$ cat src/rtl/sfp_writeback.sv
// sfp_writeback
//   Writeback stage that sits directly downstream of the SFP accumulator lanes.
//   Each accepted vector holds col lanes of psum_bw bits. It is buffered in a
//   2-entry FIFO and written as one SRAM word at consecutive addresses. A
//   start/done FSM runs one job of num_words vectors per start pulse.
//
// Configuration macro:
//   SFP_RELU_EN - when defined, negative lanes are clamped to zero before the
//                 FIFO push. When undefined, lanes pass through unchanged.
//
// Ports:
//   clk        in   clock, all state updates on the rising edge
//   reset      in   asynchronous active-low reset
//   start      in   job start pulse, only sampled in IDLE
//   base_addr  in   first SRAM address of the job, latched on start
//   num_words  in   number of vectors in the job, latched on start
//   in_valid   in   flushed vector valid from the SFP lanes
//   in_ready   out  stage accepts a vector this cycle
//   in_data    in   lane k at bits [k*psum_bw +: psum_bw], signed
//   mem_ready  in   SRAM can take a write this cycle
//   mem_wr     out  SRAM write strobe
//   mem_addr   out  SRAM write address
//   mem_data   out  SRAM write data (FIFO head)
//   busy       out  job in progress (FSM not IDLE)
//   done       out  one-cycle pulse at job completion
module sfp_writeback #(
  parameter int col     = 8,
  parameter int psum_bw = 16,
  parameter int addr_bw = 4
) (
  input  logic                     clk,
  input  logic                     reset,
  input  logic                     start,
  input  logic [addr_bw-1:0]       base_addr,
  input  logic [addr_bw:0]         num_words,
  input  logic                     in_valid,
  output logic                     in_ready,
  input  logic [col*psum_bw-1:0]   in_data,
  input  logic                     mem_ready,
  output logic                     mem_wr,
  output logic [addr_bw-1:0]       mem_addr,
  output logic [col*psum_bw-1:0]   mem_data,
  output logic                     busy,
  output logic                     done
);

  localparam int VW = col * psum_bw;
  localparam logic [addr_bw:0]   CNT_ONE = 1;
  localparam logic [addr_bw-1:0] PTR_ONE = 1;
  localparam logic [1:0]         FIFO_DEPTH = 2'd2;

  typedef enum logic [1:0] {
    IDLE = 2'd0,
    RUN  = 2'd1,
    DONE = 2'd2
  } state_t;

  state_t             r_state;
  state_t             w_next_state;

  logic [addr_bw:0]   r_target;
  logic [addr_bw:0]   r_acc_cnt;
  logic [addr_bw:0]   r_wr_cnt;
  logic [addr_bw-1:0] r_wr_ptr;

  logic [VW-1:0]      r_fifo [2];
  logic               r_fifo_wp;
  logic               r_fifo_rp;
  logic [1:0]         r_fifo_cnt;

  logic               w_full;
  logic               w_empty;
  logic               w_push;
  logic               w_pop;
  logic               w_start;
  logic [VW-1:0]      w_lane_data;

  assign w_full   = (r_fifo_cnt == FIFO_DEPTH);
  assign w_empty  = (r_fifo_cnt == 2'd0);
  assign w_start  = (r_state == IDLE) && start;

  // in_ready looks only at registered occupancy, so a full FIFO blocks input
  // even in a cycle where the head is being popped.
  assign in_ready = (r_state == RUN) && !w_full && (r_acc_cnt < r_target);
  assign mem_wr   = (r_state == RUN) && !w_empty && mem_ready;
  assign w_push   = in_valid && in_ready;
  assign w_pop    = mem_wr;

  assign mem_data = r_fifo[r_fifo_rp];
  assign mem_addr = r_wr_ptr;
  assign busy     = (r_state != IDLE);
  assign done     = (r_state == DONE);

  // Per-lane transform applied on the way into the FIFO.
  always_comb begin
    w_lane_data = in_data;
`ifdef SFP_RELU_EN
    for (int k = 0; k < col; k++) begin
      if (in_data[k*psum_bw + psum_bw - 1]) begin
        w_lane_data[k*psum_bw +: psum_bw] = '0;
      end
    end
`endif
  end

  // Next-state logic. RUN leaves once the registered write count has met the
  // target, so DONE follows the cycle after the last write has landed.
  always_comb begin
    w_next_state = r_state;
    case (r_state)
      IDLE: begin
        if (start) begin
          w_next_state = (num_words == '0) ? DONE : RUN;
        end
      end
      RUN: begin
        if (r_wr_cnt == r_target) begin
          w_next_state = DONE;
        end
      end
      DONE:    w_next_state = IDLE;
      default: w_next_state = IDLE;
    endcase
  end

  always_ff @(posedge clk or negedge reset) begin
    if (!reset) begin
      r_state <= IDLE;
    end else begin
      r_state <= w_next_state;
    end
  end

  // Job counters and the SRAM write pointer. The pointer wraps naturally at
  // 2^addr_bw.
  always_ff @(posedge clk or negedge reset) begin
    if (!reset) begin
      r_target  <= '0;
      r_acc_cnt <= '0;
      r_wr_cnt  <= '0;
      r_wr_ptr  <= '0;
    end else if (w_start) begin
      r_target  <= num_words;
      r_acc_cnt <= '0;
      r_wr_cnt  <= '0;
      r_wr_ptr  <= base_addr;
    end else begin
      if (w_push) begin
        r_acc_cnt <= r_acc_cnt + CNT_ONE;
      end
      if (w_pop) begin
        r_wr_cnt <= r_wr_cnt + CNT_ONE;
        r_wr_ptr <= r_wr_ptr + PTR_ONE;
      end
    end
  end

  // Two-entry FIFO with one-bit read/write pointers and an occupancy count.
  always_ff @(posedge clk or negedge reset) begin
    if (!reset) begin
      for (int i = 0; i < 2; i++) begin
        r_fifo[i] <= '0;
      end
      r_fifo_wp  <= 1'b0;
      r_fifo_rp  <= 1'b0;
      r_fifo_cnt <= 2'd0;
    end else begin
      if (w_push) begin
        r_fifo[r_fifo_wp] <= w_lane_data;
        r_fifo_wp         <= ~r_fifo_wp;
      end
      if (w_pop) begin
        r_fifo_rp <= ~r_fifo_rp;
      end
      case ({w_push, w_pop})
        2'b10:   r_fifo_cnt <= r_fifo_cnt + 2'd1;
        2'b01:   r_fifo_cnt <= r_fifo_cnt - 2'd1;
        default: r_fifo_cnt <= r_fifo_cnt;
      endcase
    end
  end

endmodule

$ cat config.mk
export PLATFORM = sky130hd
export DESIGN_NAME = sfp_writeback
export DESIGN_NICKNAME = d
export VERILOG_FILES = /design/src/rtl/sfp_writeback.sv
export SDC_FILE = /design/constraint.sdc
export NUM_CORES = 1
export LEC_CHECK = 0
export BUFFER_PORTS_ARGS = -buffer_cell sky130_fd_sc_hd__buf_2
export CAP_MARGIN = 20
export CORE_AREA = 3 3 171 173
export DETAILED_ROUTE_END_ITERATION = 6
export DIE_AREA = 0 0 174 176
export GPL_TIMING_DRIVEN = 0
export PLACE_DENSITY = 0.72
export REMOVE_ABC_BUFFERS = 1
export SYNTH_ARGS = -nofsm -noshare
export SYNTH_HDL_FRONTEND = slang
export SYNTH_SLANG_ARGS = --single-unit
$ cat constraint.sdc
create_clock -name clk -period 5.6 [get_ports clk]
set_input_delay 0.28 -clock clk [delete_from_list [all_inputs] [get_ports clk]]
set_output_delay 0.28 -clock clk [all_outputs]
set_load 0.005 [all_outputs]
==> results of run 1 <==
[cell usage after synthesis (2+ instances only)]
master and instances:
o21ai_0 14, mux2i_1 2, nor2_1 9, buf_12 10
mux2_2 375, a21oi_1 3, nand2_1 13, nand3_1 8
dfrtp_1 281, xor2_1 7, buf_6 3, nor2b_1 2
mux2_1 10, clkbuf_1 18, xnor2_1 9, buf_4 13
inv_1 9, nand4_1 3, ha_1 8
[flip-flops by register name (all words and copies together), names as in the netlist]
register / flops
mem_addr: 4
r_target: 5
r_fifo_wp: 1
r_fifo_cnt: 2
r_state: 2
r_acc_cnt: 5
r_wr_cnt: 5
r_fifo_rp: 1
r_fifo: 256
[per-layer routing]
layer  up-vias  global-route usage, %  routed length [um]
met4         0                  4.658                 684
met5         -                      0                   0
met2       218                  32.39               13680
met3        41                  4.215                1578
met1      4053                  22.69               11810
li1       3733                      -                   -
[area by class of cell]
| class | count | share of cell area [%] |
|---|---|---|
| clock inverters | 9 | 0.7560 |
| inverters | 9 | 0.2041 |
| well taps | 378 | 2.858 |
| flip-flops and latches | 281 | 42.51 |
| repair buffers | 425 | 18.27 |
| multi-input cells | 477 | 29.89 |
| clock buffers | 46 | 5.511 |
[path summary, 6_finish.rpt]
| path | from | end | slack [ps] |
|---|---|---|---|
| worst max-delay path | r_target[4] | r_fifo[169] | 2140 |
| worst min-delay path | reset | r_fifo[92] | 240 |
| worst max register to register | r_target[4] | r_fifo[169] | 2140 |
| worst min register to register | r_fifo[214] | r_fifo[214] | 490 |
| max in group asynchronous | reset | r_fifo[73] | 4450 |
| min in group clk | start | mem_addr[3] | 320 |
[what timing repair did]
action / 4_1_cts / 5_1_grt
hold buffers: 138 / 0
setup buffers: 0 / 0
endpoints found under the hold margin: 307 / 0
[kinds of logic after synthesis]
| logic type | after synthesis | share of synthesized area, % |
|---|---|---|
| xor gates and xnor gates | 16 | 1.127 |
| and+or+nand+nor | 42 | 1.631 |
| AOI/OAI and AO/OA | 24 | 1.158 |
| adders and majority gates | 8 | 0.8053 |
| muxes | 387 | 35.04 |
| buffers and inverters | 56 | 3.674 |
| DFF | 281 | 56.57 |
[power groups by stage]
stage	clock network, uW	registers [uW]	logic, uW
final	2040	3660	4360
after global routing	2180	3800	4770
after CTS	2100	3640	4400
after detailed placement	0	3670	4300
after global placement	0	3780	4220
after floorplan	0	3600	2880
[metrics by stage]
step / TNS (ps) / hold WS, ps
after floorplan: 0 / -15.59
after global placement: -476300 / 463.2
after detailed placement: 0 / 202.0
after CTS: 0 / 219.6
after global routing: 0 / 246.2
final: 0 / 241.8
==> qor.csv, run 1 <==
stage;metric;value;unit
outcome;status;completed;
grt;GRT Overall Usage;18.28;%
detailed_routing;via count;8045;
cells_and_area;Multi-input gate area;4947;um^2
floorplanning;Core ar.;27780;um^2
sta;final worst path period need;3458;ps
clock_network;Worst-path clk slew;60;ps
detailed_routing;vias per cell;4.951;
placed_design;routability cong.;0.7355;
grt;largest net degree at the start of global routing;123;
cells_and_area;share of layout cells above drive strength 1;57.18;%
grt;GR Overflow Total;0;
floorplanning;Ports;278;
critical_path;Crit path top cell by count;buf_12;
critical_path;Crit path largest cell delay;710;ps
cells_and_area;commonest non-fill, non-tap cell in the layout;mux2_2;
floorplanning;die area;30620;um^2
grt;initial antenna violation count;0;
critical_path;CP bufs+invs;3;
logic_synthesis;Synth Register Bits;281;
placed_design;final HPWL from detailed placement;17300;um
sta;count of pins over their slew limit;0;
pwr;Sw Pwr;3106;uW
placed_design;dpl ws;2103;ps
cells_and_area;fin util;59.57;%
pwr;overall power;10060;uW
logic_synthesis;Post-Synthesis Cells;814;
sta;Clock Skews;15.57;ps
sta;Slew @ Worst Pin;943.2;ps
detailed_routing;DRC viols;0;
detailed_routing;Avg WL per Cell;17.08;um
logic_synthesis;Yosys warning count;0;
pwr;sequential fraction of design power;36.4;%
clock_network;worst-skew pair later-pin latency;540;ps
clock_network;total number of H-tree levels;1;
detailed_routing;final wirelength;27760;um
cells_and_area;final cell count without fillers;1625;
logic_synthesis;EDFF count, synth;0;
floorplanning;Die H;176;um
logic_synthesis;ys async rst share;100.0;%
grt;first-pass GRT wire length;47050;um
placed_design;Placed Instances;1432;
critical_path;critical path depth in cells;8;
clock_network;CTS root buffer;clkbuf_16;
placed_design;Area after DPL;14130;um^2
logic_synthesis;sequential area share after synthesis;56.57;%
sta;Final WS setup;2142;ps
critical_path;family with the most delay on the worst path;compound AO/OA/AOI/OAI gates;
pwr;PwrDens;607.8;nW/um^2
critical_path;startpoint types;register;
detailed_routing;DRT iter0 DRCs;306;
pwr;Peak VDD IR;0.3769;mV
critical_path;Critical Path Fanout Max;28;
cells_and_area;area delta synth->final;33.14;%
sta;FMAX;0.2892;GHz
placed_design;PortBufs;277;
critical_path;reg2reg path depth;8;
detailed_routing;Initial DRT Pass Iterations;4;
detailed_routing;Detail Route Antenna Nets;0;
cells_and_area;ant diodes;0;
logic_synthesis;post-synthesis area per instance;15.27;um^2
hold_path;class of the worst hold path;in2async;
sta;final setup violation count;0;
sta;Max-slew headroom;36.89;%
critical_path;WP data arrival;3870;ps
cells_and_area;most frequent cells in the layout;mux2_2, dfrtp_1, buf_2, dlygate4sd3_1, clkbuf_16;
logic_synthesis;Synth cell types;36;
pwr;Clk network pwr share;20.3;%
sta;RSZ-0062 raised after global routing;false;
logic_synthesis;share of the synthesized area in the top cell type;56.57;%
critical_path;slowest library cell on the worst path;nor2_4;
clock_network;Inserted Clock Buffers;30;
cells_and_area;Nets;1374;
critical_path;Worst Path Required;6010;ps
floorplanning;cell row count;61;
pwr;internal power;6953;uW
logic_synthesis;Synth area leaders;dfrtp_1, mux2_2, buf_12;
floorplanning;die width;174;um
critical_path;crit path cell chain;inv_1 > ha_1 > a2111o_1 > a311o_1 > nor2_4 > buf_12 > buf_12 > mux2_2;
clock_network;Bufs on Longest Clock Path;3;
clock_network;clk sinks;281;
sta;Fin. Hold Viols;0;
cells_and_area;register area;7036;um^2
logic_synthesis;Synth Flop Type;dfrtp_1;
cells_and_area;final instance area;16550;um^2
run;MaxCap Viol Count;0;
pwr;Switching Share;30.88;%
clock_network;TritonCTS clock tree;done;
logic_synthesis;leading area contributor after synthesis;dfrtp_1;
grt;vias in the first global route;9185;
critical_path;CP Class;reg2reg;
logic_synthesis;Netlist Area Pre-Place;12430;um^2
pwr;Comb pwr share;43.3;%
floorplanning;initial core utilization;44.74;%
pwr;Lkg Pwr;0.007342;uW
cells_and_area;FILL cells;2189;
sta;crit share post-route;61.74;%
critical_path;nature of the critical path endpoint;register;
clock_network;number of gates resized after CTS;0;
No activity file was read; power rests on OpenSTA's default activity.
==> run 2, diff against run 1 <==
clock period = 3.3 ns   (was 5.6 ns; I/O delays follow)
==> run 2 against run 1 <==
  * Critical path depth stayed put
  * Core utilization is 0.077 points higher
  * Worst hold slack lost 120 ps
  * Maximum frequency increased by 14%
  * Combinational power grew 70%
  * Routed wire length rose by 0.87%
  * Count of clock-buffer cells in the layout unchanged
  * First-iteration DRC count down 7.5%
  * Sequential cell count stayed put
  * Register-to-register slack got worse by 1900 ps
  * Sequential share of layout area down 0.055 points
  * Setup slack got worse by 1900 ps
  * Largest cell class unchanged
  * Highest routed layer unchanged
==> qor.csv, run 2 (same netlist as run 1, synthesis figures left out) <==
stage;metric;value;unit
detailed_routing;Initial DRT Pass Iterations;4;
detailed_routing;via count;8091;
cells_and_area;ant diodes;0;
detailed_routing;final wirelength;28000;um
sta;final worst path period need;3026;ps
critical_path;startpoint types;register;
detailed_routing;DRC viols;0;
clock_network;CTS root buffer;clkbuf_16;
pwr;Lkg Pwr;0.007354;uW
floorplanning;Ports;278;
sta;Slew @ Worst Pin;946.6;ps
sta;RSZ-0062 raised after global routing;false;
cells_and_area;area delta synth->final;33.31;%
critical_path;WP data arrival;3440;ps
placed_design;dpl ws;-196.6;ps
grt;largest net degree at the start of global routing;123;
sta;Max-slew headroom;36.66;%
grt;initial antenna violation count;0;
detailed_routing;Avg WL per Cell;17.20;um
pwr;Peak VDD IR;0.6387;mV
detailed_routing;vias per cell;4.970;
cells_and_area;share of layout cells above drive strength 1;57.28;%
floorplanning;Core ar.;27780;um^2
sta;count of pins over their slew limit;0;
detailed_routing;DRT iter0 DRCs;283;
pwr;overall power;17110;uW
cells_and_area;Reg with most FFs;r_fifo;
critical_path;CP bufs+invs;3;
floorplanning;initial core utilization;44.74;%
hold_path;class of the worst hold path;in2async;
run;MaxCap Viol Count;0;
cells_and_area;most frequent cells in the layout;mux2_2, dfrtp_1, buf_2, dlygate4sd3_1, clkbuf_16;
critical_path;family with the most delay on the worst path;compound AO/OA/AOI/OAI gates;
floorplanning;die area;30620;um^2
sta;Clock Skews;15.02;ps
clock_network;Inserted Clock Buffers;30;
sta;final setup violation count;0;
sta;Fin. Hold Viols;0;
floorplanning;die width;174;um
pwr;PwrDens;1032;nW/um^2
critical_path;Worst Path Required;3710;ps
detailed_routing;Detail Route Antenna Nets;0;
grt;GR Overflow Total;0;
clock_network;clk sinks;281;
cells_and_area;commonest non-fill, non-tap cell in the layout;mux2_2;
outcome;status;completed;
clock_network;Worst-path clk slew;60;ps
placed_design;final HPWL from detailed placement;17300;um
cells_and_area;Nets;1377;
critical_path;Critical Path Fanout Max;28;
critical_path;CP Class;reg2reg;
clock_network;Bufs on Longest Clock Path;3;
grt;GRT Overall Usage;18.44;%
critical_path;nature of the critical path endpoint;register;
critical_path;crit path cell chain;inv_1 > ha_1 > a2111o_1 > a311o_1 > nor2_4 > buf_12 > buf_12 > mux2_2;
floorplanning;Die H;176;um
critical_path;Crit path top cell by count;buf_12;
clock_network;number of gates resized after CTS;0;
sta;Final WS setup;274.0;ps
critical_path;Crit path largest cell delay;570;ps
critical_path;slowest library cell on the worst path;a311o_1;
placed_design;PortBufs;277;
clock_network;total number of H-tree levels;1;
sta;FMAX;0.3305;GHz
floorplanning;cell row count;61;
clock_network;worst-skew pair later-pin latency;540;ps
cells_and_area;number of flip-flops in the largest register;256;
clock_network;TritonCTS clock tree;done;
sta;crit share post-route;91.70;%
grt;vias in the first global route;9211;
sta;worst hold slack;126.3;ps
placed_design;routability cong.;0.7355;
grt;first-pass GRT wire length;47350;um
==> run 2: cell count changes in the layout (fill, tap and decap cells not counted) <==
cell / previous run / this run
nor2_2: 0 / 1
buf_4: 0 / 2
==> run 2: final timing paths <==
check,startpoint,end,slack [ps],depth (start not counted)
setup / recovery,r_target[4],r_fifo[169],270,8
setup reg to reg,r_target[4],r_fifo[169],270,8
hold reg to reg,r_fifo_cnt[1],r_fifo_cnt[1],480,1
hold / removal,reset,r_fifo[92],130,2
max in group asynchronous,reset,r_fifo[188],2250,3
min in group clk,mem_ready,r_fifo_rp,210,4
==> run 2: area by class of cell <==
type | count | area (um^2)
flip-flops and latches | 281 | 7036
inverters | 9 | 33.78
well taps | 378 | 473.0
repair buffers | 427 | 3038
clock buffers | 46 | 912.1
clock inverters | 9 | 125.1
multi-input cells | 478 | 4954
fillers | 2188 | 11210
==> run 2: routing by layer <==
layer	track usage (%)	up-vias	routed length, um
li1	-	3745	-
met2	32.83	218	13880
met4	4.658	0	684
met5	0	-	0
met1	22.76	4086	11840
met3	4.237	42	1597
==> run 2: per-stage QoR <==
step	util, %	TNS (ps)	std cells	area, um^2
after CTS	59.65	0	1628	16570
after floorplan	-	-334100	767	12010
after global routing	59.65	0	1628	16570
final	59.65	0	1628	16570
after global placement	49.91	-1934220	1422	13870
after detailed placement	50.86	-10130	1432	14130
==> run 2: what timing repair did <==
| item | in CTS | in global routing |
|---|---|---|
| setup endpoints to repair | 58 | 0 |
| hold buffers | 138 | 0 |
| hold endpoints to repair | 374 | 0 |
| setup buffers | 2 | 0 |
==> run 2: where the power goes <==
part           switching, uW  internal [uW]
clock                   1340           2130
combinational           3000           4430
sequential               955           5260
==> run 2: worst register-to-register path: stages (launching register included) <==
cell	delay [ps]
dfrtp_1	380
inv_1	70
ha_1	330
a2111o_1	390
a311o_1	570
nor2_4	300
buf_12	250
buf_12	230
mux2_2	380
